File: config.mk
export PLATFORM = sky130hd
export DESIGN_NAME = muldiv_unit_flat
export DESIGN_NICKNAME = d
export VERILOG_FILES = /design/src/rtl/muldiv_unit_if.sv /design/src/rtl/muldiv_unit.sv /design/src/flat_wrapper.sv
export SDC_FILE = /design/constraint.sdc
export NUM_CORES = 1
export LEC_CHECK = 0
export ABC_CLOCK_PERIOD_IN_PS = 4000
export CELL_PAD_IN_SITES_DETAIL_PLACEMENT = 0
export CELL_PAD_IN_SITES_GLOBAL_PLACEMENT = 1
export CORE_MARGIN = 3
export CORE_UTILIZATION = 49
export DETAILED_ROUTE_END_ITERATION = 8
export DONT_BUFFER_PORTS = 1
export PLACE_DENSITY = 0.91
export SETUP_SLACK_MARGIN = 0.5
export SYNTH_ARGS = -nofsm -noshare
export SYNTH_HDL_FRONTEND = slang
export SYNTH_SLANG_ARGS = --single-unit
export TNS_END_PERCENT = 30
File: constraint.sdc
create_clock -name iCLK -period 4 [get_ports iCLK]
set_input_delay 0.8 -clock iCLK [delete_from_list [all_inputs] [get_ports iCLK]]
set_output_delay 0.8 -clock iCLK [all_outputs]
set_load 0.02 [all_outputs]
File: src/rtl/muldiv_unit_if.sv
// Execute-stage handshake between the core and the multiply/divide unit.
// The core drives requests (master); the unit returns status and HI/LO (slave).
interface muldiv_unit_if #(
   parameter int unsigned DATA_W = 32
) ();
   logic              iStart;
   logic [2:0]        iOp;
   logic [DATA_W-1:0] iA;
   logic [DATA_W-1:0] iB;
   logic              iFlush;
   logic              oBusy;
   logic              oDone;
   logic              oDivByZero;
   logic [DATA_W-1:0] oHI;
   logic [DATA_W-1:0] oLO;

   modport master (
      output iStart, iOp, iA, iB, iFlush,
      input  oBusy, oDone, oDivByZero, oHI, oLO
   );

   modport slave (
      input  iStart, iOp, iA, iB, iFlush,
      output oBusy, oDone, oDivByZero, oHI, oLO
   );
endinterface

File: src/rtl/muldiv_unit.sv
// Iterative multiply/divide unit owning the HI/LO pair: one bit per cycle shift-add multiply
// and restoring divide on operand magnitudes, with sign correction in a final FIX cycle.
module muldiv_unit #(
   parameter int unsigned DATA_W = 32,
   parameter int unsigned CNT_W  = 6
) (
   input  logic          iCLK,
   input  logic          iRSTn,
   muldiv_unit_if.slave  bus
);

   typedef enum logic [1:0] {StIdle, StRun, StFix} state_e;

   state_e              r_state;
   logic [CNT_W-1:0]    r_cnt;
   logic [DATA_W-1:0]   r_hi;
   logic [DATA_W-1:0]   r_lo;
   logic                r_busy;
   logic                r_done;
   logic                r_dbz;
   logic                r_is_div;
   logic                r_neg_q;
   logic                r_neg_r;
   logic                r_div0;
   logic [DATA_W-1:0]   r_a_orig;
   logic [DATA_W-1:0]   r_acc;
   logic [DATA_W-1:0]   r_mq;
   logic [DATA_W-1:0]   r_b;

   logic                w_signed;
   logic                w_is_div;
   logic                w_a_neg;
   logic                w_b_neg;
   logic [DATA_W-1:0]   w_a_mag;
   logic [DATA_W-1:0]   w_b_mag;
   logic [DATA_W:0]     w_madd;
   logic [DATA_W:0]     w_shift;
   logic                w_ge;
   logic [DATA_W-1:0]   w_diff;
   logic [2*DATA_W-1:0] w_prod;
   logic [2*DATA_W-1:0] w_prod_fix;
   logic [DATA_W-1:0]   w_quo;
   logic [DATA_W-1:0]   w_rem;

   // Even op codes are the signed variants; bit 1 selects divide.
   assign w_signed = ~bus.iOp[0];
   assign w_is_div = bus.iOp[1];
   assign w_a_neg  = w_signed & bus.iA[DATA_W-1];
   assign w_b_neg  = w_signed & bus.iB[DATA_W-1];
   assign w_a_mag  = w_a_neg ? -bus.iA : bus.iA;
   assign w_b_mag  = w_b_neg ? -bus.iB : bus.iB;

   // Multiply: {acc, mq} shifts right, adding the multiplicand into acc when mq[0] is set.
   assign w_madd = r_mq[0] ? ({1'b0, r_acc} + {1'b0, r_b}) : {1'b0, r_acc};

   // Divide: partial remainder in acc, dividend shifts out of mq while quotient bits shift in.
   assign w_shift = {r_acc, r_mq[DATA_W-1]};
   assign w_ge    = (w_shift >= {1'b0, r_b});
   assign w_diff  = w_shift[DATA_W-1:0] - r_b;

   assign w_prod     = {r_acc, r_mq};
   assign w_prod_fix = r_neg_q ? -w_prod : w_prod;
   assign w_quo      = r_neg_q ? -r_mq : r_mq;
   assign w_rem      = r_neg_r ? -r_acc : r_acc;

   always_ff @(posedge iCLK or negedge iRSTn) begin
      if (!iRSTn) begin
         r_state  <= StIdle;
         r_cnt    <= '0;
         r_hi     <= '0;
         r_lo     <= '0;
         r_busy   <= 1'b0;
         r_done   <= 1'b0;
         r_dbz    <= 1'b0;
         r_is_div <= 1'b0;
         r_neg_q  <= 1'b0;
         r_neg_r  <= 1'b0;
         r_div0   <= 1'b0;
         r_a_orig <= '0;
         r_acc    <= '0;
         r_mq     <= '0;
         r_b      <= '0;
      end else begin
         r_done <= 1'b0;
         unique case (r_state)
            StIdle: begin
               if (bus.iStart && !bus.iFlush) begin
                  case (bus.iOp)
                     3'b100: r_hi <= bus.iA;
                     3'b101: r_lo <= bus.iA;
                     3'b000, 3'b001, 3'b010, 3'b011: begin
                        r_is_div <= w_is_div;
                        r_neg_q  <= w_a_neg ^ w_b_neg;
                        r_neg_r  <= w_a_neg;
                        r_div0   <= w_is_div && (bus.iB == '0);
                        r_a_orig <= bus.iA;
                        r_acc    <= '0;
                        r_b      <= w_is_div ? w_b_mag : w_a_mag;
                        r_mq     <= w_is_div ? w_a_mag : w_b_mag;
                        r_cnt    <= CNT_W'(DATA_W);
                        r_busy   <= 1'b1;
                        r_dbz    <= 1'b0;
                        r_state  <= StRun;
                     end
                     default: ;
                  endcase
               end
            end
            StRun: begin
               if (bus.iFlush) begin
                  r_busy  <= 1'b0;
                  r_state <= StIdle;
               end else begin
                  if (r_is_div) begin
                     r_acc <= w_ge ? w_diff : w_shift[DATA_W-1:0];
                     r_mq  <= {r_mq[DATA_W-2:0], w_ge};
                  end else begin
                     r_acc <= w_madd[DATA_W:1];
                     r_mq  <= {w_madd[0], r_mq[DATA_W-1:1]};
                  end
                  r_cnt <= r_cnt - CNT_W'(1);
                  if (r_cnt == CNT_W'(1)) begin
                     r_state <= StFix;
                  end
               end
            end
            StFix: begin
               if (!bus.iFlush) begin
                  if (!r_is_div) begin
                     r_hi <= w_prod_fix[2*DATA_W-1:DATA_W];
                     r_lo <= w_prod_fix[DATA_W-1:0];
                  end else if (r_div0) begin
                     r_hi <= r_a_orig;
                     r_lo <= '1;
                  end else begin
                     r_hi <= w_rem;
                     r_lo <= w_quo;
                  end
                  r_done <= 1'b1;
                  r_dbz  <= r_is_div && r_div0;
               end
               r_busy  <= 1'b0;
               r_state <= StIdle;
            end
            default: r_state <= StIdle;
         endcase
      end
   end

   assign bus.oBusy      = r_busy;
   assign bus.oDone      = r_done;
   assign bus.oDivByZero = r_dbz;
   assign bus.oHI        = r_hi;
   assign bus.oLO        = r_lo;

endmodule

File: src/flat_wrapper.sv
// flat-port wrapper written by rule: the top's interface ports become plain ports
module muldiv_unit_flat 
#(
   parameter int unsigned DATA_W = 32,
   parameter int unsigned CNT_W  = 6
)
  (iCLK, iRSTn, bus_iStart, bus_iOp, bus_iA, bus_iB, bus_iFlush, bus_oBusy, bus_oDone, bus_oDivByZero, bus_oHI, bus_oLO);
  muldiv_unit_if #(.DATA_W(DATA_W)) bus_i ();
  input  logic iCLK;
  input  logic iRSTn;
  input wire logic [$bits(bus_i.iStart)-1:0] bus_iStart;
  input wire logic [$bits(bus_i.iOp)-1:0] bus_iOp;
  input wire logic [$bits(bus_i.iA)-1:0] bus_iA;
  input wire logic [$bits(bus_i.iB)-1:0] bus_iB;
  input wire logic [$bits(bus_i.iFlush)-1:0] bus_iFlush;
  output wire logic [$bits(bus_i.oBusy)-1:0] bus_oBusy;
  output wire logic [$bits(bus_i.oDone)-1:0] bus_oDone;
  output wire logic [$bits(bus_i.oDivByZero)-1:0] bus_oDivByZero;
  output wire logic [$bits(bus_i.oHI)-1:0] bus_oHI;
  output wire logic [$bits(bus_i.oLO)-1:0] bus_oLO;
  assign bus_i.iStart = bus_iStart;
  assign bus_i.iOp = bus_iOp;
  assign bus_i.iA = bus_iA;
  assign bus_i.iB = bus_iB;
  assign bus_i.iFlush = bus_iFlush;
  assign bus_oBusy = bus_i.oBusy;
  assign bus_oDone = bus_i.oDone;
  assign bus_oDivByZero = bus_i.oDivByZero;
  assign bus_oHI = bus_i.oHI;
  assign bus_oLO = bus_i.oLO;
  muldiv_unit #(.DATA_W(DATA_W), .CNT_W(CNT_W)) u_core (.iCLK(iCLK), .iRSTn(iRSTn), .bus(bus_i));
endmodule
# Word level (Yosys, flattened, before mapping)
# Cells that the tools add are included.
dict set report word_totals {
  register_bits 207
  input_bits 71
}
dict set report classes {
  n_addsub 8
  n_eq_ne 16
  magnitude_cmp 1
  n_mux 50
  bitwise 4
  n_reduce_logical 18
}
# cell count
set ops {}
lappend ops {{$mux W32} 25}
lappend ops {{$pmux W32 S2} 4}
lappend ops {{$neg A32 Y32} 4}
lappend ops {{$mux W64} 1}
lappend ops {{$neg A64 Y64} 1}
lappend ops {{$add A32 B32 Y33} 1}
lappend ops {{$ge A33 B32 Y1} 1}
lappend ops {{$mux W33} 1}
lappend ops {{$logic_not A32 Y1} 1}
lappend ops {{$sub A32 B32 Y32} 1}
lappend ops {{$reduce_and A4 Y1} 5}
lappend ops {{$mux W6} 3}
lappend ops {{$ne A2 B2 Y1 const B} 6}
lappend ops {{$pmux W6 S2} 1}
lappend ops {{$mux W1} 8}
lappend ops {{$mux W2} 4}
lappend ops {{$eq A3 B2 Y1 const B} 2}
lappend ops {{$eq A3 B3 Y1 const B} 2}
lappend ops {{$eq A6 B1 Y1 const B} 1}
lappend ops {{$reduce_and A3 Y1} 2}
lappend ops {{$sub A6 B1 Y6 const B} 1}
lappend ops {{$pmux W2 S2} 1}
lappend ops {{$reduce_bool A2 Y1} 2}
lappend ops {{$reduce_or A4 Y1} 1}
lappend ops {{15 further kinds} 18}

# Longest topological paths before layout
dict set report depth {
  word_depth 7
  depth_mapped 16
}

# Least setup slack after synthesis
# Ideal clock, no wire load.
dict set report synth_timing {
  path_kind {reg2reg}
  startpoint {register u_core.r_acc[0]}
  endpoint {register u_core.r_acc[23]}
  arrival_ns 3.051
  setup_ns 0.122
  path_slack_ns 0.828
  t_required_ns 3.878
  path_buffers 0
  period_less_slack_ns 3.172
  path_stages_with_launch 13
  cell_sequence {dfrtp_1 > ha_1 > inv_1 > fa_1 > nand2b_1 > a211o_1 > a211oi_1 > nor2_1 > o31ai_1 > a31oi_1 > xnor2_1 > a211o_1 > a32o_1}
}
dict set report synth_via {
  elab_chain_len 5
  word_cells_on_any_way 8
}
# item line_no
set synth_rtl {}
lappend synth_rtl {{start: declaration} muldiv_unit.sv:26} ;# logic [DATA_W-1:0] r_acc;
lappend synth_rtl {{start signal: assignment} muldiv_unit.sv:115} ;# r_acc <= w_ge ? w_diff : w_shift[DATA_W-1:0];
lappend synth_rtl {{start signal: assignment} muldiv_unit.sv:118} ;# r_acc <= w_madd[DATA_W:1];
lappend synth_rtl {{$add A32 B32 Y33 (tied with other cells)} muldiv_unit.sv:54} ;# assign w_madd = r_mq[0] ? ({1'b0, r_acc} + {1'b0, r_b}) : {1'b0, r_acc};
lappend synth_rtl {{$mux W33 / $mux W32 (equally long branches)} {muldiv_unit.sv:54, muldiv_unit.sv:115}}
lappend synth_rtl {{$mux W32 *} muldiv_unit.sv:114} ;# if (r_is_div) begin
lappend synth_rtl {{$mux W32 *} muldiv_unit.sv:110} ;# if (bus.iFlush) begin
lappend synth_rtl {{$pmux W32 S2 *} muldiv_unit.sv:85} ;# unique case (r_state)
# Every way passes the cells marked *; elsewhere a longest branch is shown, timed or not. The select of a mux whose other input is x is not followed.
# A chain may end at the register's enable or synchronous reset.

# Worst setup path after layout
dict set report layout_timing {
  startpoint {register u_core.r_b[22]}
  endpoint {register u_core.r_acc[30]}
}
dict set report layout_via {
  elab_chain_len 5
  word_cells_on_any_way 8
}
# item line_no
set layout_rtl {}
lappend layout_rtl {{start: declaration} muldiv_unit.sv:28} ;# logic [DATA_W-1:0] r_b;
lappend layout_rtl {{start signal: assignment} muldiv_unit.sv:98} ;# r_b <= w_is_div ? w_b_mag : w_a_mag;
lappend layout_rtl {{$add A32 B32 Y33 (tied with other cells)} muldiv_unit.sv:54}
lappend layout_rtl {{$mux W33 / $mux W32 (equally long branches)} {muldiv_unit.sv:54, muldiv_unit.sv:115}}
lappend layout_rtl {{$mux W32 *} muldiv_unit.sv:114}
lappend layout_rtl {{$mux W32 *} muldiv_unit.sv:110}
lappend layout_rtl {{$pmux W32 S2 *} muldiv_unit.sv:85}
# Marks and branches as above.

==> results_dict.tcl <==
set metrics [dict create \
    synth_seq_cells 207 \
    routabilityCongestion 0.963 \
    die_x_um 197 \
    synth-edff-count 0 \
    drtPass1Iterations 6 \
    finalHoldViolCount 46 \
    netlist_area_mm2 0.0179 \
    status "finished with violations" \
    drt-total-wl_mm 66.5 \
    area_growth_pct 7.27 \
    crit_fanout 8 \
    maxCapViolations 0 \
    postRouteAntennaNets 0 \
    hold_class "primary input to asynchronous set/reset pin" \
    cts_tree "done" \
    pwr-share-comb_pct 58.0 \
    first_iter_violations 1887 \
    avgSynthCellArea_um2 7.83 \
    max_slew.worst_pin.slew_ps 1040 \
    leakagePower_nw 7.89 \
    cts_inserted_buffers 25 \
    syn_inst 2290 \
    p_total_w 0.0170 \
    seq_power_share_pct 28.1 \
    synth_warnings 0 \
    diodes 0 \
    antenna_found_initial 1 \
    core_mm2 0.0358 \
    grt_pass1_wl_mm 101 \
    die-area_mm2 0.0389 \
    fin_nets 2334 \
    fmax_ghz 0.297 \
    worstPathArrival_ps 3850 \
    p_clk_share_pct 13.9 \
    io_pins 138 \
    power_density_mw_per_mm2 885 \
    netlist-cell-type-count 87 \
    dp_cells 2618 \
    synth_nets 2437 \
    final_design_area_no_fill_mm2 0.0192 \
    cts.path.max_buffers 3 \
    hold_ws_ps -63.7 \
    cts_root_buffer "clkbuf_16" \
    violations "negative hold slack" \
    grt_pass1_vias 16800 \
    dpl.hpwl_mm 49.4 \
    maxSlewHeadroom_pct 30.6 \
    placementRows 69 \
    yosysSeqAreaShare_pct 28.9 \
    post_drt_wl_per_cell_um 24.9 \
    synth-async-reset-ratio_pct 100 \
    rsz0062_at_grt "true" \
    worstSkewPairLatency_ps 560 \
    io_buffer_count 0 \
    min_period_ps 3370 \
    intPower_w 0.00833 \
    track_usage_pct 33.4 \
    htree_levels 1 \
    cp-end-kind "register" \
    post_dp_cell_area_mm2 0.0183 \
    fin_worst_skew_ps 15.4 \
    vias 17700 \
    grt.overflow.total 0 \
    grt_start_max_net_pins 208 \
    p_sw_share_pct 51.0 \
    p_sw_w 0.00868 \
    fin_cells 2666 \
    clk_pin_slew_ps 70 \
    via_per_inst 6.63 \
    critPathLaunchType "register" \
    clock_sinks 207 \
    die_h_um 197 \
    finalSetupViolations 0 \
    maxSlewViolCount 0 \
    fin_setup_tns_ps 0 \
    period_share_pct 84.2 \
    drc 0 \
    initial_core_util_pct 50.0 \
    nFillCells 3432 \
    drive_gt1_share_pct 9.98 \
    synth_ff_type "dfrtp_1" \
    cp.required_ps 4480 \
    ir_worst_vdd_mv 0.452 \
    path_class "register to register" \
]
-- logic make-up (layout without fill, tap and decap cells) --
family                     after synthesis  after routing  synth area share (%)
and+or+nand+nor                        692            692                  18.4
muxes                                   84             84                  5.05
xor gates and xnor gates               192            192                  9.38
buffers and inverters                  253            168                  5.42
adders and majority gates               76             76                  5.39
DFF                                    207            207                  28.9
AOI/OAI and AO/OA                      786            786                  27.5
-- synth_stat cells (5+ instances only) --
master / n / area, um^2
a31oi_1: 20 / 125
a21oi_1: 220 / 1100
and3_1: 21 / 131
and2_1: 6 / 37.5
nand2b_1: 16 / 100
ha_1: 74 / 926
or4_1: 11 / 82.6
o21bai_1: 10 / 75.1
or2_2: 8 / 50.1
o41ai_1: 12 / 105
xor2_1: 64 / 561
clkbuf_1: 163 / 612
nor3_1: 48 / 240
a22o_1: 8 / 70.1
buf_1: 11 / 41.3
nand4_1: 16 / 100
o2111ai_1: 5 / 43.8
buf_2: 11 / 55.1
o21ai_1: 13 / 65.1
dfrtp_1: 207 / 5180
inv_1: 64 / 240
nand3_1: 37 / 185
o21a_1: 9 / 67.6
nor4_1: 20 / 125
nor2_1: 179 / 672
nor3b_1: 7 / 52.6
o31ai_1: 31 / 233
o22ai_1: 35 / 219
nand2_1: 255 / 957
a32o_1: 13 / 130
o21ai_0: 222 / 1110
nor2b_1: 19 / 119
a211oi_1: 41 / 308
mux2i_1: 32 / 320
a21o_1: 38 / 285
xnor2_1: 128 / 1120
mux2_2: 52 / 586
o211ai_1: 37 / 278
nand3b_1: 5 / 37.5
a311oi_1: 5 / 43.8
a211o_1: 12 / 105
a41oi_1: 5 / 43.8
or3_1: 18 / 113
-- registers in the layout (all words and copies together), names as in the netlist --
register,cells
u_core.r_neg_q,1
u_core.r_neg_r,1
u_core.bus.oLO,32
u_core.r_mq,32
u_core.r_b,32
u_core.r_cnt,6
u_core.bus.oHI,32
u_core.r_a_orig,32
u_core.bus.oDivByZero,1
u_core.r_div0,1
u_core.bus.oDone,1
u_core.r_state,2
u_core.r_is_div,1
u_core.r_acc,32
u_core.bus.oBusy,1
-- power groups by stage --
stage	Clock (W)	Sequential (W)	Combinational, W
after detailed placement	0	0.00475	0.00951
after global placement	0	0.00471	0.00942
final	0.00237	0.00478	0.00987
after floorplan	0	0.00400	0.00754
after global routing	0.00245	0.00487	0.0108
after CTS	0.00237	0.00472	0.00960
-- stage by stage --
stage               hold slack (ps)  setup WS [ps]  util [%]
global placement                463            370      51.0
finish                        -63.7            634      53.7
global route                  -71.6            439      53.7
detailed placement              476            205      51.0
floorplan                       450            828         -
CTS                           -65.4            432      53.3
-- repair_timing --
action,4_1_cts,5_1_grt
hold endpoints to repair,207,207
gates resized for setup,3,25
pin swaps,0,3
endpoints found under the setup margin,5,42
gates cloned,0,0
buffers inserted,0,3
-- final timing paths --
path,from,endpoint,slack (ps),cells after the start
worst max-delay path,u_core.r_b[22],u_core.r_acc[30],630,11
worst min-delay path,iRSTn,u_core.r_acc[18],-60,0
worst max register to register,u_core.r_b[22],u_core.r_acc[30],630,11
worst min register to register,u_core.r_a_orig[30],u_core.r_a_orig[30],490,2
max in group asynchronous,iRSTn,u_core.bus.oHI[18],3470,0
min in group iCLK,bus_iFlush,u_core.bus.oDone,290,1
-- cells in the final DEF (no fill, tap or decap), types with 52 or more instances in the layout --
cell / count
inv_1: 64
o21ai_0: 221
mux2_2: 52
ha_1: 66
xor2_1: 64
a21oi_1: 219
dfrtp_1: 195
nand2_1: 253
nor2_1: 176
xnor2_1: 128
buf_4: 52
-- worst max-delay path, cell delays in order (launching register included) --
cell and delay (ps):
dfrtp_1 460, inv_1 160, ha_1 460, a21oi_1 100
o21ai_0 240, a211oi_1 120, o21ai_0 420, a41o_1 340
o21ai_2 190, a211o_1 290, a311oi_1 290, a2bb2oi_1 210
-- area by class of cell --
cell class                 instances  area, um^2  share of cell area (%)
tap                              461         577                    3.00
clock buffer                      32         692                    3.60
clock inverter                    13         139                   0.722
inverter                          67         251                    1.31
timing repair buffer              56         462                    2.40
sequential                       207        5200                    27.0
multi-input combinational       1830       11900                    61.9
-- layer usage --
| layer | track usage (%) | up-vias | part of all wire [%] |
|---|---|---|---|
| met4 | 13.8 | 0 | 4.8 |
| met2 | 53.4 | 887 | 46 |
| met1 | 44.1 | 8507 | 40 |
| li1 | - | 8096 | - |
| met5 | 0 | - | 0 |
| met3 | 7.13 | 185 | 9.9 |
(Power assumes the default switching activity.)
